$ cat src/rtl/fp32_pkg.sv
// Shared FP32 number-model definitions for the multiplier/accumulator MAC path.
// exp==0 means zero; there are no denormals and no NaN, and results truncate.
package fp32_pkg;

  localparam int FP32_EXP_BIAS = 127;
  localparam int FP32_EXP_W    = 8;
  localparam int FP32_FRAC_W   = 23;

  localparam logic [31:0] FP32_POS_ZERO = 32'h0000_0000;
  localparam logic [30:0] FP32_INF_MAG  = 31'h7F80_0000;

  typedef enum logic [2:0] {
    IDLE  = 3'd0,
    ALIGN = 3'd1,
    ADD   = 3'd2,
    NORM  = 3'd3,
    DONE  = 3'd4
  } acc_state_t;

  function automatic logic fp32_sign(input logic [31:0] v);
    return v[31];
  endfunction

  function automatic logic [FP32_EXP_W-1:0] fp32_exp(input logic [31:0] v);
    return v[30:23];
  endfunction

  function automatic logic [FP32_FRAC_W-1:0] fp32_frac(input logic [31:0] v);
    return v[22:0];
  endfunction

  // Mantissa with the hidden one restored; a zero exponent means a zero value.
  function automatic logic [FP32_FRAC_W:0] fp32_mant(input logic [31:0] v);
    return (fp32_exp(v) == 8'd0) ? 24'd0 : {1'b1, fp32_frac(v)};
  endfunction

endpackage

$ cat src/rtl/fp32_lzc.sv
// Combinational leading-zero counter used to normalise the accumulator sum.
// An all-zero input reports W.
module fp32_lzc #(
  parameter int W  = 27,
  parameter int CW = $clog2(W + 1)
) (
  input  logic [W-1:0]  din,
  output logic [CW-1:0] lzc
);

  logic found_s;

  // Scan from the MSB; the first set bit fixes the count.
  always_comb begin
    lzc     = CW'(W);
    found_s = 1'b0;
    for (int i = W - 1; i >= 0; i--) begin
      if (!found_s && din[i]) begin
        lzc     = CW'(W - 1 - i);
        found_s = 1'b1;
      end else begin
        found_s = found_s;
      end
    end
  end

endmodule

$ cat src/rtl/fp32_accumulator.sv
// Streaming FP32 packet accumulator: one element in flight through ALIGN/ADD/NORM,
// emitting the truncated FP32 sum and element count when the last element retires.
module fp32_accumulator
  import fp32_pkg::*;
#(
  parameter int GUARD_BITS = 3,
  parameter int COUNT_W    = 16
) (
  input  logic               clk,
  input  logic               rst,
  input  logic               in_valid,
  output logic               in_ready,
  input  logic [31:0]        in_data,
  input  logic               in_last,
  output logic               out_valid,
  input  logic               out_ready,
  output logic [31:0]        out_data,
  output logic [COUNT_W-1:0] out_count
);

  localparam int MANT_W = 24 + GUARD_BITS;
  localparam int LZC_W  = $clog2(MANT_W + 1);

  acc_state_t              state_r;
  logic [31:0]             acc_r;
  logic [31:0]             addend_r;
  logic                    last_r;
  logic [COUNT_W-1:0]      count_r;
  logic [MANT_W-1:0]       mant_a_r;
  logic [MANT_W-1:0]       mant_b_r;
  logic                    sign_a_r;
  logic                    sign_b_r;
  logic [FP32_EXP_W-1:0]   exp_r;
  logic [MANT_W:0]         sum_r;
  logic                    sum_sign_r;
  logic                    in_ready_r;
  logic                    out_valid_r;
  logic [31:0]             out_data_r;
  logic [COUNT_W-1:0]      out_count_r;

  logic [FP32_EXP_W-1:0]   exp_acc_s;
  logic [FP32_EXP_W-1:0]   exp_add_s;
  logic [FP32_EXP_W-1:0]   exp_diff_s;
  logic [FP32_EXP_W-1:0]   exp_max_s;
  logic [MANT_W-1:0]       mant_acc_s;
  logic [MANT_W-1:0]       mant_add_s;
  logic [MANT_W-1:0]       align_a_s;
  logic [MANT_W-1:0]       align_b_s;
  logic [MANT_W:0]         sum_s;
  logic                    sum_sign_s;
  logic [LZC_W-1:0]        lzc_s;
  logic [MANT_W-1:0]       norm_mant_s;
  logic [9:0]              norm_exp_s;
  logic [FP32_FRAC_W-1:0]  norm_frac_s;
  logic [31:0]             acc_next_s;

  assign in_ready  = in_ready_r;
  assign out_valid = out_valid_r;
  assign out_data  = out_data_r;
  assign out_count = out_count_r;

  // Align: shift the smaller-exponent mantissa right; shifts past the width give zero.
  always_comb begin
    exp_acc_s  = fp32_exp(acc_r);
    exp_add_s  = fp32_exp(addend_r);
    mant_acc_s = {fp32_mant(acc_r), {GUARD_BITS{1'b0}}};
    mant_add_s = {fp32_mant(addend_r), {GUARD_BITS{1'b0}}};
    if (exp_acc_s >= exp_add_s) begin
      exp_diff_s = exp_acc_s - exp_add_s;
      exp_max_s  = exp_acc_s;
      align_a_s  = mant_acc_s;
      align_b_s  = (exp_diff_s >= 8'(MANT_W)) ? {MANT_W{1'b0}} : (mant_add_s >> exp_diff_s);
    end else begin
      exp_diff_s = exp_add_s - exp_acc_s;
      exp_max_s  = exp_add_s;
      align_a_s  = (exp_diff_s >= 8'(MANT_W)) ? {MANT_W{1'b0}} : (mant_acc_s >> exp_diff_s);
      align_b_s  = mant_add_s;
    end
  end

  // Add: sign-magnitude add/subtract; an exact cancellation yields +0.
  always_comb begin
    if (sign_a_r == sign_b_r) begin
      sum_s      = {1'b0, mant_a_r} + {1'b0, mant_b_r};
      sum_sign_s = sign_a_r;
    end else if (mant_a_r >= mant_b_r) begin
      sum_s      = {1'b0, mant_a_r - mant_b_r};
      sum_sign_s = (mant_a_r == mant_b_r) ? 1'b0 : sign_a_r;
    end else begin
      sum_s      = {1'b0, mant_b_r - mant_a_r};
      sum_sign_s = sign_b_r;
    end
  end

  fp32_lzc #(.W(MANT_W)) u_lzc (
    .din (sum_r[MANT_W-1:0]),
    .lzc (lzc_s)
  );

  // Normalise, saturate to infinity, flush underflow, and truncate guard bits.
  always_comb begin
    if (sum_r[MANT_W]) begin
      norm_mant_s = sum_r[MANT_W:1];
      norm_exp_s  = {2'b00, exp_r} + 10'd1;
    end else begin
      norm_mant_s = sum_r[MANT_W-1:0] << lzc_s;
      norm_exp_s  = {2'b00, exp_r} - 10'(lzc_s);
    end
    norm_frac_s = FP32_FRAC_W'(norm_mant_s >> GUARD_BITS);
    if (sum_r == {(MANT_W + 1){1'b0}}) begin
      acc_next_s = FP32_POS_ZERO;
    end else if (!norm_exp_s[9] && (norm_exp_s >= 10'd255)) begin
      acc_next_s = {sum_sign_r, FP32_INF_MAG};
    end else if (norm_exp_s[9] || (norm_exp_s == 10'd0)) begin
      acc_next_s = FP32_POS_ZERO;
    end else begin
      acc_next_s = {sum_sign_r, norm_exp_s[7:0], norm_frac_s};
    end
  end

  // Control FSM and all datapath/pipeline registers.
  always_ff @(posedge clk) begin
    if (rst) begin
      state_r     <= IDLE;
      acc_r       <= FP32_POS_ZERO;
      addend_r    <= 32'h0000_0000;
      last_r      <= 1'b0;
      count_r     <= {COUNT_W{1'b0}};
      mant_a_r    <= {MANT_W{1'b0}};
      mant_b_r    <= {MANT_W{1'b0}};
      sign_a_r    <= 1'b0;
      sign_b_r    <= 1'b0;
      exp_r       <= 8'd0;
      sum_r       <= {(MANT_W + 1){1'b0}};
      sum_sign_r  <= 1'b0;
      in_ready_r  <= 1'b1;
      out_valid_r <= 1'b0;
      out_data_r  <= 32'h0000_0000;
      out_count_r <= {COUNT_W{1'b0}};
    end else begin
      case (state_r)
        IDLE: begin
          if (in_valid && in_ready_r) begin
            addend_r   <= in_data;
            last_r     <= in_last;
            count_r    <= count_r + COUNT_W'(1);
            in_ready_r <= 1'b0;
            state_r    <= ALIGN;
          end
        end
        ALIGN: begin
          mant_a_r <= align_a_s;
          mant_b_r <= align_b_s;
          sign_a_r <= fp32_sign(acc_r);
          sign_b_r <= fp32_sign(addend_r);
          exp_r    <= exp_max_s;
          state_r  <= ADD;
        end
        ADD: begin
          sum_r      <= sum_s;
          sum_sign_r <= sum_sign_s;
          state_r    <= NORM;
        end
        NORM: begin
          acc_r <= acc_next_s;
          if (last_r) begin
            out_data_r  <= acc_next_s;
            out_count_r <= count_r;
            out_valid_r <= 1'b1;
            state_r     <= DONE;
          end else begin
            in_ready_r <= 1'b1;
            state_r    <= IDLE;
          end
        end
        DONE: begin
          if (out_ready) begin
            out_valid_r <= 1'b0;
            acc_r       <= FP32_POS_ZERO;
            count_r     <= {COUNT_W{1'b0}};
            in_ready_r  <= 1'b1;
            state_r     <= IDLE;
          end
        end
        default: begin
          out_valid_r <= 1'b0;
          in_ready_r  <= 1'b1;
          state_r     <= IDLE;
        end
      endcase
    end
  end

endmodule
$ cat config.mk
export PLATFORM = sky130hd
export DESIGN_NAME = fp32_accumulator
export DESIGN_NICKNAME = d
export VERILOG_FILES = /design/src/rtl/fp32_pkg.sv /design/src/rtl/fp32_lzc.sv /design/src/rtl/fp32_accumulator.sv
export SDC_FILE = /design/constraint.sdc
export NUM_CORES = 1
export LEC_CHECK = 0
export BUFFER_PORTS_ARGS = -buffer_cell sky130_fd_sc_hd__buf_2
export CORE_ASPECT_RATIO = 1.1
export CORE_UTILIZATION = 40
export DETAILED_ROUTE_END_ITERATION = 16
export GPL_TIMING_DRIVEN = 0
export HOLD_SLACK_MARGIN = 0.03
export PLACE_DENSITY = 0.56
export SYNTH_ARGS = -nofsm -noshare
export SYNTH_HDL_FRONTEND = slang
export SYNTH_SLANG_ARGS = --single-unit
$ cat constraint.sdc
create_clock -name clk -period 4.4 [get_ports clk]
set_clock_uncertainty 0.15 [all_clocks]
set_input_delay 0.22 -clock clk [delete_from_list [all_inputs] [get_ports clk]]
set_output_delay 0.22 -clock clk [all_outputs]
set_load 0.05 [all_outputs]
======== Yosys cells after proc, flatten, opt, wreduce, memory -nomap -nowiden ========
Index checks and enable logic that the tools add are counted.
word-level totals
  output and inout port bits .............. 50
  input port bits ......................... 37
  register bits ........................... 227
  word-level logic and storage cells ...... 202
operators by class
  add/sub/neg operators ................... 8
  bitwise gates (word level) .............. 2
  magnitude comparators ................... 5
  eq/ne operators ......................... 10
  shift operators ......................... 3
  mux-type cells .......................... 86
  reductions and logical operators ........ 72
operators with widths
  kind                     count
  $mux W27                 5
  $mux W5                  27
  $mux W32                 4
  $pmux W32 S2             1
  $shr A27 B8 Y27          2
  $sub A27 B27 Y27         2
  $mux W24                 2
  $mux W1                  34
  $mux W16                 2
  $pmux W16 S2             1
  $add A27 B27 Y28         1
  $logic_and A1 B1 Y1      28
  $logic_not A28 Y1        1
  $mux W28                 1
  $eq A27 B27 Y1           1
  $ge A27 B27 Y1           1
  $logic_not A1 Y1         27
  $shl A27 B5 Y26          1
  $mux W26                 1
  $add A16 B1 Y16 const B  1
  $ge A8 B5 Y1 const B     2
  $logic_not A8 Y1         2
  $sub A8 B8 Y8            2
  $pmux W3 S5              1
  24 further kinds         36

======== Longest topological paths before layout ========
Gate-level depths: netlist (run 1).
  depth after elaboration ................. 87
  gate-level depth with buffers ........... 22
  mapped depth without buffers ............ 19

======== Hierarchy ========
Synthesis (run 1) repeated with hierarchy kept, for this count alone.
unflattened totals
  cell total of the unflattened synthesis .. 2436
  area total of the unflattened synthesis .. 17819.6 um^2
by module, submodules not included
  module            seq. area each (um^2)  instances  area an instance (um^2)  cells an instance
  fp32_accumulator  4544.4                 1          17531.8                  2385
  fp32_lzc          0.0                    1          287.8                    51

======== Worst setup path after synthesis (run 1) ========
OpenSTA, ideal clock, no wires.
  path kind ............................... register -> register
  start point ............................. reg sum_r[23]
  end point ............................... reg out_data_r[9] (netlist: out_data[9])
  arrival time ............................ 4.633 ns
  buffers on the path ..................... 5
  setup slack ............................. -0.470 ns
  period minus slack after synthesis ...... 4.870 ns
  cell stages (with the launch flop) ...... 22
  required time ........................... 4.163 ns
  setup time .............................. 0.087 ns
  cells stage by stage .................... dfxtp_1 -> buf_2 -> nor4_4 -> nand4_1 -> o31ai_1 -> a31oi_1 -> or2_1 -> buf_2 -> buf_4 -> clkbuf_1 -> fa_1 -> nor2b_1 -> o21a_1 -> nor3_1 -> o31ai_1 -> nor4_1 -> and4_1 -> nor4_1 -> clkbuf_1 -> and2_1 -> a32oi_1 -> o31ai_1
on the way
  cells in the longest elaborated chain, start to end .. 78
  elaborated cells between the ends (all ways) .. 107
  those cells by class .................... add/sub (1); order compare (1); shift (1); mux (52); reduce/logical (52)
ends and longest elaborated chain
  element                                                       line                     source
  start: declaration                                            fp32_accumulator.sv:34   logic [MANT_W:0] sum_r;
  start signal: assignment                                      fp32_accumulator.sv:134  sum_r <= {(MANT_W + 1){1'b0}};
  start signal: assignment                                      fp32_accumulator.sv:160  sum_r <= sum_s;
  branches (longest 77 deep; another with $logic_and A1 B1 Y1)  n/a
  $mux W32 (*)                                                  fp32_accumulator.sv:110  if (sum_r == {(MANT_W + 1){1'b0}}) begin
  end signal: assignment                                        fp32_accumulator.sv:167  out_data_r <= acc_next_s;
  end: declaration                                              fp32_accumulator.sv:38   logic [31:0] out_data_r;
Every way passes the cells marked *.
A chain may end at the register's enable or synchronous reset.

======== Final worst setup path (run 1) ========
  start point ............................. reg sum_r[9]
  end point ............................... reg acc_r[12]
on the way
  cells in the longest elaborated chain, start to end .. 37
  elaborated cells between the ends (all ways) .. 52
  those cells by class .................... add/sub (1); order compare (1); shift (1); mux (25); reduce/logical (24)
ends and longest elaborated chain
  element                                                       line                     source
  branches (longest 35 deep; another with $logic_and A1 B1 Y1)  n/a
  $mux W32 (*)                                                  fp32_accumulator.sv:110
  $pmux W32 S2 (*)                                              fp32_accumulator.sv:141  case (state_r)
  end signal: assignment                                        fp32_accumulator.sv:165  acc_r <= acc_next_s;
  end: declaration                                              fp32_accumulator.sv:25   logic [31:0] acc_r;
Marked as above.

==> flow_metrics.tcl, run 1 <==
set metrics [dict create \
    fin_crit_sh_pct 105.4 \
    dr_total_vias 19670 \
    clockBufferDepth 3 \
    preCtsSetupSlack_ns -1.467 \
    p_switching_mw 5.374 \
    clk_pin_slew_ns 0.06 \
    start_util_pct 40.79 \
    cpPeakStageDelay_ns 0.53 \
    wirelength_um 76950 \
    die_w_um 202.9 \
    whs_ns 0.2703 \
    cts_tree "done" \
    start_kind "flip-flop" \
    p_int_mw 5.999 \
    crit_path_top_delay_cell "or4_4" \
    cts-root-buf "clkbuf_16" \
    worstPathCellList "or4_4 > or3_4 > or2_4 > buf_6 > o21ai_4 > inv_6 > ha_4 > buf_4 > o21a_1 > or3_4 > a31o_4 > buf_4 > nand4_1 > nor4_4 > nor4_4 > buf_4 > and3_4 > a32oi_4 > o21ai_1" \
    ios 87 \
    cts_buffers 28 \
    place_congestion 1.022 \
    drv_slew 0 \
    dpl.hpwl_um 59420 \
    timing.critical_path.mode_cell "buf_4" \
    first_iter_violations 1781 \
    ys_ff_latch 227 \
    synth_area_mm2 0.01776 \
    crit_type "flip-flop to flip-flop" \
    grt-ovfl-total 0 \
    path_delay_family "simple AND/OR/NAND/NOR gates" \
    die-area_mm2 0.04525 \
    hold_viol 0 \
    avgRoutedWirePerCell_um 23.94 \
    hp-class "primary input to flip-flop" \
    yosysTopAreaCellShare_pct 25.59 \
    cts-htree-levels 1 \
    cp-end-kind "flip-flop" \
    syn2layout_area_growth_pct 20.69 \
    tightest_slew_ns 1.256 \
    power.share.sequential_pct 20.9 \
    core_area_mm2 0.04354 \
    slew_headroom_pct 15.98 \
    cp_data_arrival_time_ns 5.00 \
    dp.cells 3085 \
    synthesis.nets 2570 \
    violations "setup timing" \
    first_global_vias 18580 \
    fin_nets 2767 \
    grt_first_pass_wirelength_um 115000 \
    crit_required_ns 4.76 \
    cts.sinks 227 \
    status "finished with violations" \
    switching_share_pct 47.25 \
    setup_tns_ns -5.364 \
    setup.worst_path.start "sum_r[9]$_SDFFE_PP0P_" \
    min_period_ns 4.640 \
    ir_drop_mv 0.3240 \
    p_per_area_mw_per_mm2 530.6 \
    rows 80 \
    synth-main-ff-cell "dfxtp_1" \
    syn_area_per_cell_um2 7.327 \
    critical_path_buf_inv_count 5 \
    n_antenna_cell 0 \
    dr.pass1.iters 7 \
    yosysTopAreaCell "dfxtp_1" \
    drive_gt1_share_pct 15.23 \
    power_frac_clock_pct 21.2 \
    clock_latency_ns 0.59 \
    yosys.cell_types.count 86 \
    setup_slack_ns -0.2397 \
    grt.total_usage_pct 33.08 \
    synth-edff-count 0 \
    layout.cells.non_filler 3214 \
    p_leak_nw 8.541 \
    r2r-start "sum_r[9]$_SDFFE_PP0P_" \
    synth_cells 2424 \
    drc 0 \
    drv_cap 0 \
    crit_path_max_fanout 5 \
    ys_warn_count 0 \
    synth_seq_area_share_pct 25.59 \
    p_total_mw 11.37 \
    grt_max_degree 19 \
    ant_nets 0 \
    min_from "in_data[29]" \
    die_h_um 223.0 \
    max_freq_mhz 215.5 \
    antenna_found_initial 0 \
    vias_per_cell 6.119 \
    setup_viol 40 \
    synthArstFlopShare_pct 0 \
    power_frac_comb_pct 57.9 \
    portBuffers 86 \
    synth.area.top_cells "dfxtp_1 26%, ha_1 7.3%, nand2_1 7.1%" \
    grt_setup_unrepaired "true" \
]
stage by stage:
step	instance area, um^2	utilization, %
global route	21430	49.22
CTS	21080	48.41
floorplan	17850	-
detailed placement	19020	43.68
finish	21430	49.22
global placement	19000	43.64
final cells by class:
cell class              count  area (um^2)
inverters                 129        504.2
fillers                  4409        22110
clock buffers              39        832.0
repair inverters            1        6.256
multi-input cells        1882        12600
clock inverters            10        138.9
well taps                 574        718.2
repair buffers            191         1358
flip-flops and latches    227         4573
plain buffers             161        698.2
per-layer routing:
metal | wire, um | track usage, %
met4 | 3735 | 14.70
met2 | 34730 | 53.27
met3 | 5489 | 4.616
met1 | 32990 | 43.79
met5 | 0 | 0
cell families after synthesis:
logic type      synth area share, %
flops                         25.59
mux                           7.447
fa+ha+maj                     7.933
xor+xnor                      2.811
compound gates                28.81
simple gates                  20.45
buf+inv                       6.961
worst reg2reg max path: stages, from the launching register on:
cell and delay [ns]:
dfxtp_4 0.34, or4_4 0.53, or3_4 0.38, or2_4 0.25, buf_6 0.12, o21ai_4 0.19
inv_6 0.07, ha_4 0.24, buf_4 0.13, o21a_1 0.12, or3_4 0.33, a31o_4 0.23
buf_4 0.14, nand4_1 0.12, nor4_4 0.07, nor4_4 0.40, buf_4 0.20, and3_4 0.26
a32oi_4 0.15, o21ai_1 0.14
final timing paths:
| check | slack (ns) | endpoint | cells after the start |
|---|---|---|---|
| worst min register to register | 0.30 | out_data[18]$_SDFFE_PP0P_ | 2 |
| worst min-delay path | 0.27 | addend_r[29]$_SDFFE_PP0P_ | 4 |
| worst max-delay path | -0.24 | acc_r[12]$_SDFFE_PP0P_ | 19 |
| worst max register to register | -0.24 | acc_r[12]$_SDFFE_PP0P_ | 19 |
what timing repair did:
item	in CTS	in global routing
pin swaps	40	30
hold buffers	36	0
hold endpoints to repair	47	0
gates resized for setup	114	77
endpoints found under the setup margin	91	109
setup buffers	54	14
gates cloned	2	0
power groups by stage:
stage / Sequential [mW] / Combinational (mW) / Clock [mW]
6_report: 2.38 / 6.58 / 2.41
5_1_grt: 2.39 / 6.96 / 2.53
3_3_place_gp: 2.38 / 5.50 / 0
4_1_cts: 2.37 / 6.15 / 2.44
3_5_place_dp: 2.39 / 5.47 / 0
2_1_floorplan: 2.33 / 3.81 / 0
layout by cell type (no fill, tap or decap), types with 10 or more instances in the layout:
| master | n |
|---|---|
| nand2_1 | 327 |
| a21oi_1 | 225 |
| dfxtp_1 | 212 |
| nor2_1 | 197 |
| clkbuf_1 | 130 |
| inv_1 | 124 |
| o21ai_0 | 124 |
| ha_1 | 98 |
| buf_2 | 97 |
| mux2i_1 | 85 |
| a211oi_1 | 80 |
| nand3_1 | 78 |
| buf_4 | 66 |
| a221oi_1 | 47 |
| nor3_1 | 46 |
| dlygate4sd3_1 | 36 |
| a21o_1 | 31 |
| clkbuf_16 | 29 |
| xnor2_1 | 28 |
| o211ai_1 | 25 |
| xor2_1 | 25 |
| nor2b_1 | 24 |
| a31oi_1 | 22 |
| mux2_2 | 21 |
| o21ai_1 | 20 |
| o21ai_2 | 20 |
| nand4_1 | 16 |
| o21bai_1 | 16 |
| o22ai_1 | 15 |
| and3_1 | 14 |
| o21a_1 | 14 |
| a22oi_1 | 14 |
| o31ai_1 | 11 |
| nor4_1 | 11 |
| a21oi_2 | 11 |
| dfxtp_2 | 11 |
| nand2b_1 | 10 |
| mux4_2 | 10 |
| clkbuf_8 | 10 |
cell usage after synthesis, drive strengths merged (28+ instances only):
master	number
nor3	50
dfxtp	227
a21oi	236
xor2	28
clkbuf	150
ha	103
nor2	201
buf	36
nand2	335
inv	128
a21o	31
o21ai	165
mux2i	86
a211oi	80
a221oi	54
nand3	80
xnor2	29
flip-flops by register name, summed over array words and instances, names as in the netlist:
register / flops
out_data: 32
count_r: 16
acc_r: 32
sum_sign_r: 1
last_r: 1
exp_r: 8
sign_a_r: 1
in_ready: 1
addend_r: 32
sign_b_r: 1
mant_b_r: 27
out_count: 16
mant_a_r: 27
sum_r: 28
out_valid: 1
state_r: 3
Note: power is estimated with default switching activity, not from simulation.
==> run 2: changes to the inputs <==
CORE_MARGIN = 2   (was unset)
HOLD_SLACK_MARGIN = 0.15   (was 0.03)
RECOVER_POWER = 100   (was unset)
==> run 2 against run 1 <==
The flow still finishes with violations (setup timing). Final cell count is 0.16% higher. Largest power group unchanged. Maximum frequency is 2.6% lower. Register-to-register slack worse by 0.13 ns. Total power is 2.0% higher. First-iteration DRC count is 2.0% higher. Cell area is 0.50% higher. Critical endpoint is now out_data[6]$_SDFFE_PP0P_. Global-route usage is 0.77 points higher. Combinational power is 4.4% higher. Flip-flop and latch count stayed put.
==> flow_metrics.tcl, run 2 (synthesis results as in run 1) <==
set metrics [dict create \
    power_frac_clock_pct 20.3 \
    cts-root-buf "clkbuf_16" \
    switching_share_pct 48.06 \
    clk_pin_slew_ns 0.06 \
    final_common_cell "nand2_1" \
    dr_total_vias 19790 \
    core_area_mm2 0.04364 \
    avgRoutedWirePerCell_um 24.94 \
    grt_first_pass_wirelength_um 118800 \
    violations "setup timing" \
    dpl.hpwl_um 61700 \
    hold_depth 4 \
    rr_worst_depth 18 \
    die_h_um 225.0 \
    syn2layout_area_growth_pct 21.28 \
    die_w_um 204.9 \
    hp-class "primary input to flip-flop" \
    wirelength_um 80290 \
    drv_cap 0 \
    ios 87 \
    fin_nets 2773 \
    drive_gt1_share_pct 13.77 \
    power.share.sequential_pct 20.4 \
    setup_slack_ns -0.3650 \
    antenna_found_initial 2 \
    start_kind "flip-flop" \
    fin_util_pct 49.35 \
    first_iter_violations 1817 \
    vias_per_cell 6.148 \
    p_int_mw 6.026 \
    ant_nets 0 \
    power_frac_comb_pct 59.2 \
    layout_common_cells "327 x nand2_1, 221 x a21oi_1, 216 x dfxtp_1" \
    clockBufferDepth 3 \
    p_switching_mw 5.577 \
    min_period_ns 4.765 \
    start_util_pct 40.69 \
    cp_data_arrival_time_ns 5.06 \
    grt.total_usage_pct 33.84 \
    cp-end-kind "flip-flop" \
    cts_tree "done" \
    drc 0 \
    grt_setup_unrepaired "true" \
    cpPeakStageDelay_ns 0.46 \
    p_leak_nw 8.329 \
    max_freq_mhz 209.9 \
    first_global_vias 18940 \
    grt-ovfl-total 0 \
    grt_max_degree 19 \
    tightest_slew_ns 1.351 \
    slew_headroom_pct 9.642 \
    crit_required_ns 4.70 \
    hold_viol 0 \
    cts_buffers 27 \
    worstPathCellList "or4_4 > or3_4 > or2_4 > buf_6 > o21ai_4 > clkinv_4 > ha_4 > buf_6 > o21a_1 > or3_4 > a31o_4 > nor4_4 > and4_4 > nor4_4 > buf_4 > and3_4 > a22oi_2 > a21oi_1" \
    drv_slew 0 \
    p_per_area_mw_per_mm2 538.7 \
    dr.pass1.iters 6 \
    preCtsSetupSlack_ns -1.568 \
    status "finished with violations" \
    crit_path_max_fanout 7 \
    setup_viol 54 \
    cts-htree-levels 1 \
    portBuffers 86 \
    fin_crit_sh_pct 108.3 \
    clock_latency_ns 0.58 \
    crit_type "flip-flop to flip-flop" \
    ir_drop_mv 0.3553 \
    cts.sinks 227 \
    crit_path_top_delay_cell "or4_4" \
    place_congestion 0.9879 \
    setup_tns_ns -7.006 \
    die-area_mm2 0.04610 \
    rows 80 \
]
## run 2: timing repair
| item | CTS | global route |
|---|---|---|
| endpoints found under the hold margin | 57 | 0 |
| resized for setup | 129 | 98 |
| endpoints found under the setup margin | 95 | 109 |
| pin swaps | 56 | 46 |
| cloned | 1 | 0 |
| setup buffers | 54 | 21 |
| hold buffers | 40 | 0 |
## run 2: worst max-delay path: cells and delay by family (launching register included)
family                     cells  cell delay [ns]
AOI/OAI and AO/OA              5             1.00
DFF                            1             0.43
adders and majority gates      1             0.24
buffers and inverters          4             0.52
and+or+nand+nor                8             2.28
## run 2: per-layer routing
metal  share of wire, %  track usage, %  vias up
li1                   -               -     9154
met1                 42           44.07     9548
met2                 46           55.66      890
met3                7.4           6.174      195
met4                4.1           12.53        2
met5              0.016               0        -
## run 2: layout make-up
class | count | area (um^2)
repair buffers | 196 | 1330
fillers | 4461 | 22100
clock buffers | 34 | 742.0
multi-input cells | 1882 | 12780
repair inverters | 1 | 6.256
diodes | 1 | 2.502
clock inverters | 12 | 166.4
inverters | 129 | 506.7
flip-flops and latches | 227 | 4566
plain buffers | 163 | 720.7
well taps | 574 | 718.2
## run 2: path summary, 6_finish.rpt
check / startpoint / to / slack, ns
setup / recovery: sum_r[10]$_SDFFE_PP0P_ / out_data[6]$_SDFFE_PP0P_ / -0.37
hold reg to reg: out_data[30]$_SDFFE_PP0P_ / out_data[30]$_SDFFE_PP0P_ / 0.31
hold / removal: in_data[30] / addend_r[30]$_SDFFE_PP0P_ / 0.28
setup reg to reg: sum_r[10]$_SDFFE_PP0P_ / out_data[6]$_SDFFE_PP0P_ / -0.37
## run 2: power by group through the flow
stage | registers [mW] | logic (mW) | clock network (mW)
2_1_floorplan | 2.33 | 3.81 | 0
3_3_place_gp | 2.38 | 5.57 | 0
3_5_place_dp | 2.39 | 5.54 | 0
4_1_cts | 2.36 | 6.31 | 2.40
5_1_grt | 2.39 | 7.27 | 2.47
6_report | 2.37 | 6.87 | 2.36
## run 2: through the flow
stage	total power, mW	hold slack (ns)	area [um^2]	instances
3_5_place_dp	7.927	0.2949	19020	3085
3_3_place_gp	7.955	0.2909	19000	3084
5_1_grt	12.12	0.2966	21540	3218
2_1_floorplan	6.137	0.2060	17850	2424
6_report	11.60	0.2783	21540	3219
4_1_cts	11.07	0.2502	21150	3205
==> run 3: changes to the inputs <==
BUFFER_PORTS_ARGS = -buffer_cell sky130_fd_sc_hd__clkbuf_2   (was -buffer_cell sky130_fd_sc_hd__buf_2)
CORE_UTILIZATION = 50   (was 40)
PLACE_DENSITY = 0.68   (was 0.56)
==> run 3 against run 2 <==
The flow still finishes with violations (setup timing). Total power shrank 4.5%. Via count grew 1.5%. Hold slack gained 0.0091 ns. Flip-flop and latch count is the same. Critical endpoint is now acc_r[5]$_SDFFE_PP0P_. Non-clock buffer count shrank 18. Routed wire length shrank 6.8%. Global-route usage grew 5.4 points. Highest routed layer unchanged. Die area shrank 20%. Maximum frequency grew 2.4%.
==> flow_metrics.tcl, run 3 (synthesis results as in run 1) <==
set metrics [dict create \
    status "finished with violations" \
    violations "setup timing" \
    first_global_vias 18950 \
    ir_drop_mv 0.3438 \
    dr_total_vias 20090 \
    die-area_mm2 0.03704 \
    timing.critical_path.mode_cell "nor4_4" \
    tightest_slew_ns 1.320 \
    clock_latency_ns 0.56 \
    rr_worst_depth 20 \
    grt_util_met1_pct 51.61 \
    min_from "in_data[11]" \
    start_kind "flip-flop" \
    crit_required_ns 4.69 \
    cpPeakStageDelay_ns 0.33 \
    drc 0 \
    max_freq_mhz 214.9 \
    cts-htree-levels 1 \
    drv_slew 0 \
    hp-class "primary input to flip-flop" \
    layout_common_cells "328 x nand2_1, 227 x a21oi_1, 216 x dfxtp_1" \
    fin_crit_sh_pct 105.8 \
    hold_viol 0 \
    hold_depth 4 \
    crit_path_max_fanout 10 \
    dp.cells 2955 \
    min_period_ns 4.654 \
    p_leak_nw 8.197 \
    grt_setup_unrepaired "true" \
    fillers 3333 \
    portBuffers 86 \
    grt-ovfl-total 0 \
    grt.met3_usage_pct 7.240 \
    dpl.hpwl_um 56730 \
    dr.pass1.iters 8 \
    grt.total_usage_pct 39.21 \
    setup_slack_ns -0.2541 \
    use_met2_pct 62.18 \
    wirelength_um 74840 \
    min_to "addend_r[11]$_SDFFE_PP0P_" \
    cts.sinks 227 \
    p_per_area_mw_per_mm2 527.4 \
    cts-root-buf "clkbuf_16" \
    cts_tree "done" \
    final_common_cell "nand2_1" \
    layout.cells.non_filler 3070 \
    grt_first_pass_wirelength_um 112200 \
    fin_area_mm2 0.02101 \
    worstReg2RegEnd "acc_r[5]$_SDFFE_PP0P_" \
    place_congestion 1.063 \
    clockBufferDepth 3 \
    core_area_mm2 0.03504 \
    cts_buffers 25 \
    setup_viol 33 \
    slew_headroom_pct 11.70 \
    ios 87 \
    n_antenna_cell 0 \
    die_w_um 183.7 \
    syn2layout_area_growth_pct 18.31 \
    first_iter_violations 2410 \
    reg2reg_slack_ns -0.25 \
    start_util_pct 50.68 \
    fin_nets 2753 \
    drive_gt1_share_pct 12.26 \
    rows 72 \
    cp_data_arrival_time_ns 4.94 \
    avgRoutedWirePerCell_um 24.38 \
    placed_area_mm2 0.01885 \
    drv_cap 0 \
    r2r-start "sum_r[14]$_SDFFE_PP0P_" \
    crit_path_top_delay_cell "or3_1" \
    worstPathCellList "buf_2 > nor4_4 > and3_1 > o311ai_1 > nor2b_2 > nand3_2 > inv_8 > buf_4 > ha_1 > nor2b_1 > o21a_1 > or3_1 > a31o_4 > nor4_4 > and4_4 > nor4_4 > buf_4 > and3_4 > a22oi_2 > o21ai_1" \
    clk_pin_slew_ns 0.07 \
    crit_type "flip-flop to flip-flop" \
    cp-end-kind "flip-flop" \
    grt_max_degree 19 \
    antenna_found_initial 1 \
    die_h_um 201.7 \
    grt.busiest_layer "met2" \
    vias_per_cell 6.545 \
    ant_nets 0 \
]
[run 3: repair_timing]
item,CTS,global route
pin swaps,37,39
hold endpoints to repair,58,0
resized for setup,102,81
endpoints found under the setup margin,87,109
hold buffers,40,0
gates cloned,1,0
buffers inserted,34,16
[run 3: final cells by class]
| type | instances | area (um^2) | area share, % |
|---|---|---|---|
| timing repair buffer | 175 | 1160 | 5.520 |
| multi-input combinational | 1882 | 12620 | 60.07 |
| inverter | 129 | 501.7 | 2.388 |
| clock inverter | 13 | 143.9 | 0.6848 |
| sequential | 227 | 4571 | 21.75 |
| clock buffer | 33 | 715.7 | 3.406 |
| timing repair inverter | 1 | 6.256 | 0.02977 |
| tap | 444 | 555.5 | 2.644 |
| buffer | 166 | 737.0 | 3.507 |
[run 3: through the flow]
step	hold slack (ns)	util, %	power [mW]	setup WS, ns	setup TNS [ns]
floorplan	0.2060	-	6.137	-0.1308	-0.9974
global placement	0.2910	53.76	7.785	-1.202	-61.61
detailed placement	0.2967	53.80	7.796	-1.216	-62.84
CTS	0.2679	59.00	10.53	-0.2278	-5.680
global route	0.3051	59.96	11.56	-0.3750	-8.866
finish	0.2874	59.96	11.08	-0.2541	-4.701
[run 3: worst max-delay path by stage]
stage / start / to / slack [ns] / cells after the start
after floorplan: sum_r[24]$_SDFFE_PP0P_ / out_data[9]$_SDFFE_PP0P_ / -0.13 / 22
after global placement: sum_r[21]$_SDFFE_PP0P_ / out_data[12]$_SDFFE_PP0P_ / -1.20 / 21
after detailed placement: sum_r[21]$_SDFFE_PP0P_ / out_data[12]$_SDFFE_PP0P_ / -1.22 / 21
after CTS: sum_r[8]$_SDFFE_PP0P_ / acc_r[9]$_SDFFE_PP0P_ / -0.23 / 20
after global routing: sum_r[7]$_SDFFE_PP0P_ / acc_r[5]$_SDFFE_PP0P_ / -0.37 / 20
final: sum_r[14]$_SDFFE_PP0P_ / acc_r[5]$_SDFFE_PP0P_ / -0.25 / 20
[run 3: routing by layer]
metal | vias up | wire (um)
li1 | 9103 | -
met1 | 9544 | 30130
met2 | 1195 | 33360
met3 | 250 | 7295
met4 | 2 | 4030
met5 | - | 13
[run 3: where the power goes]
group          internal, mW  switching (mW)
clock network          1.27           0.913
registers              2.19           0.176
logic                  2.30            4.24
total                  5.76            5.33
[run 3: critical path: cells and delay by family (launching register included)]
family | cells | cell delay (ns)
AOI/OAI and AO/OA | 5 | 1.15
adders and majority gates | 1 | 0.20
and+or+nand+nor | 10 | 1.84
DFF | 1 | 0.31
buffers and inverters | 4 | 0.87
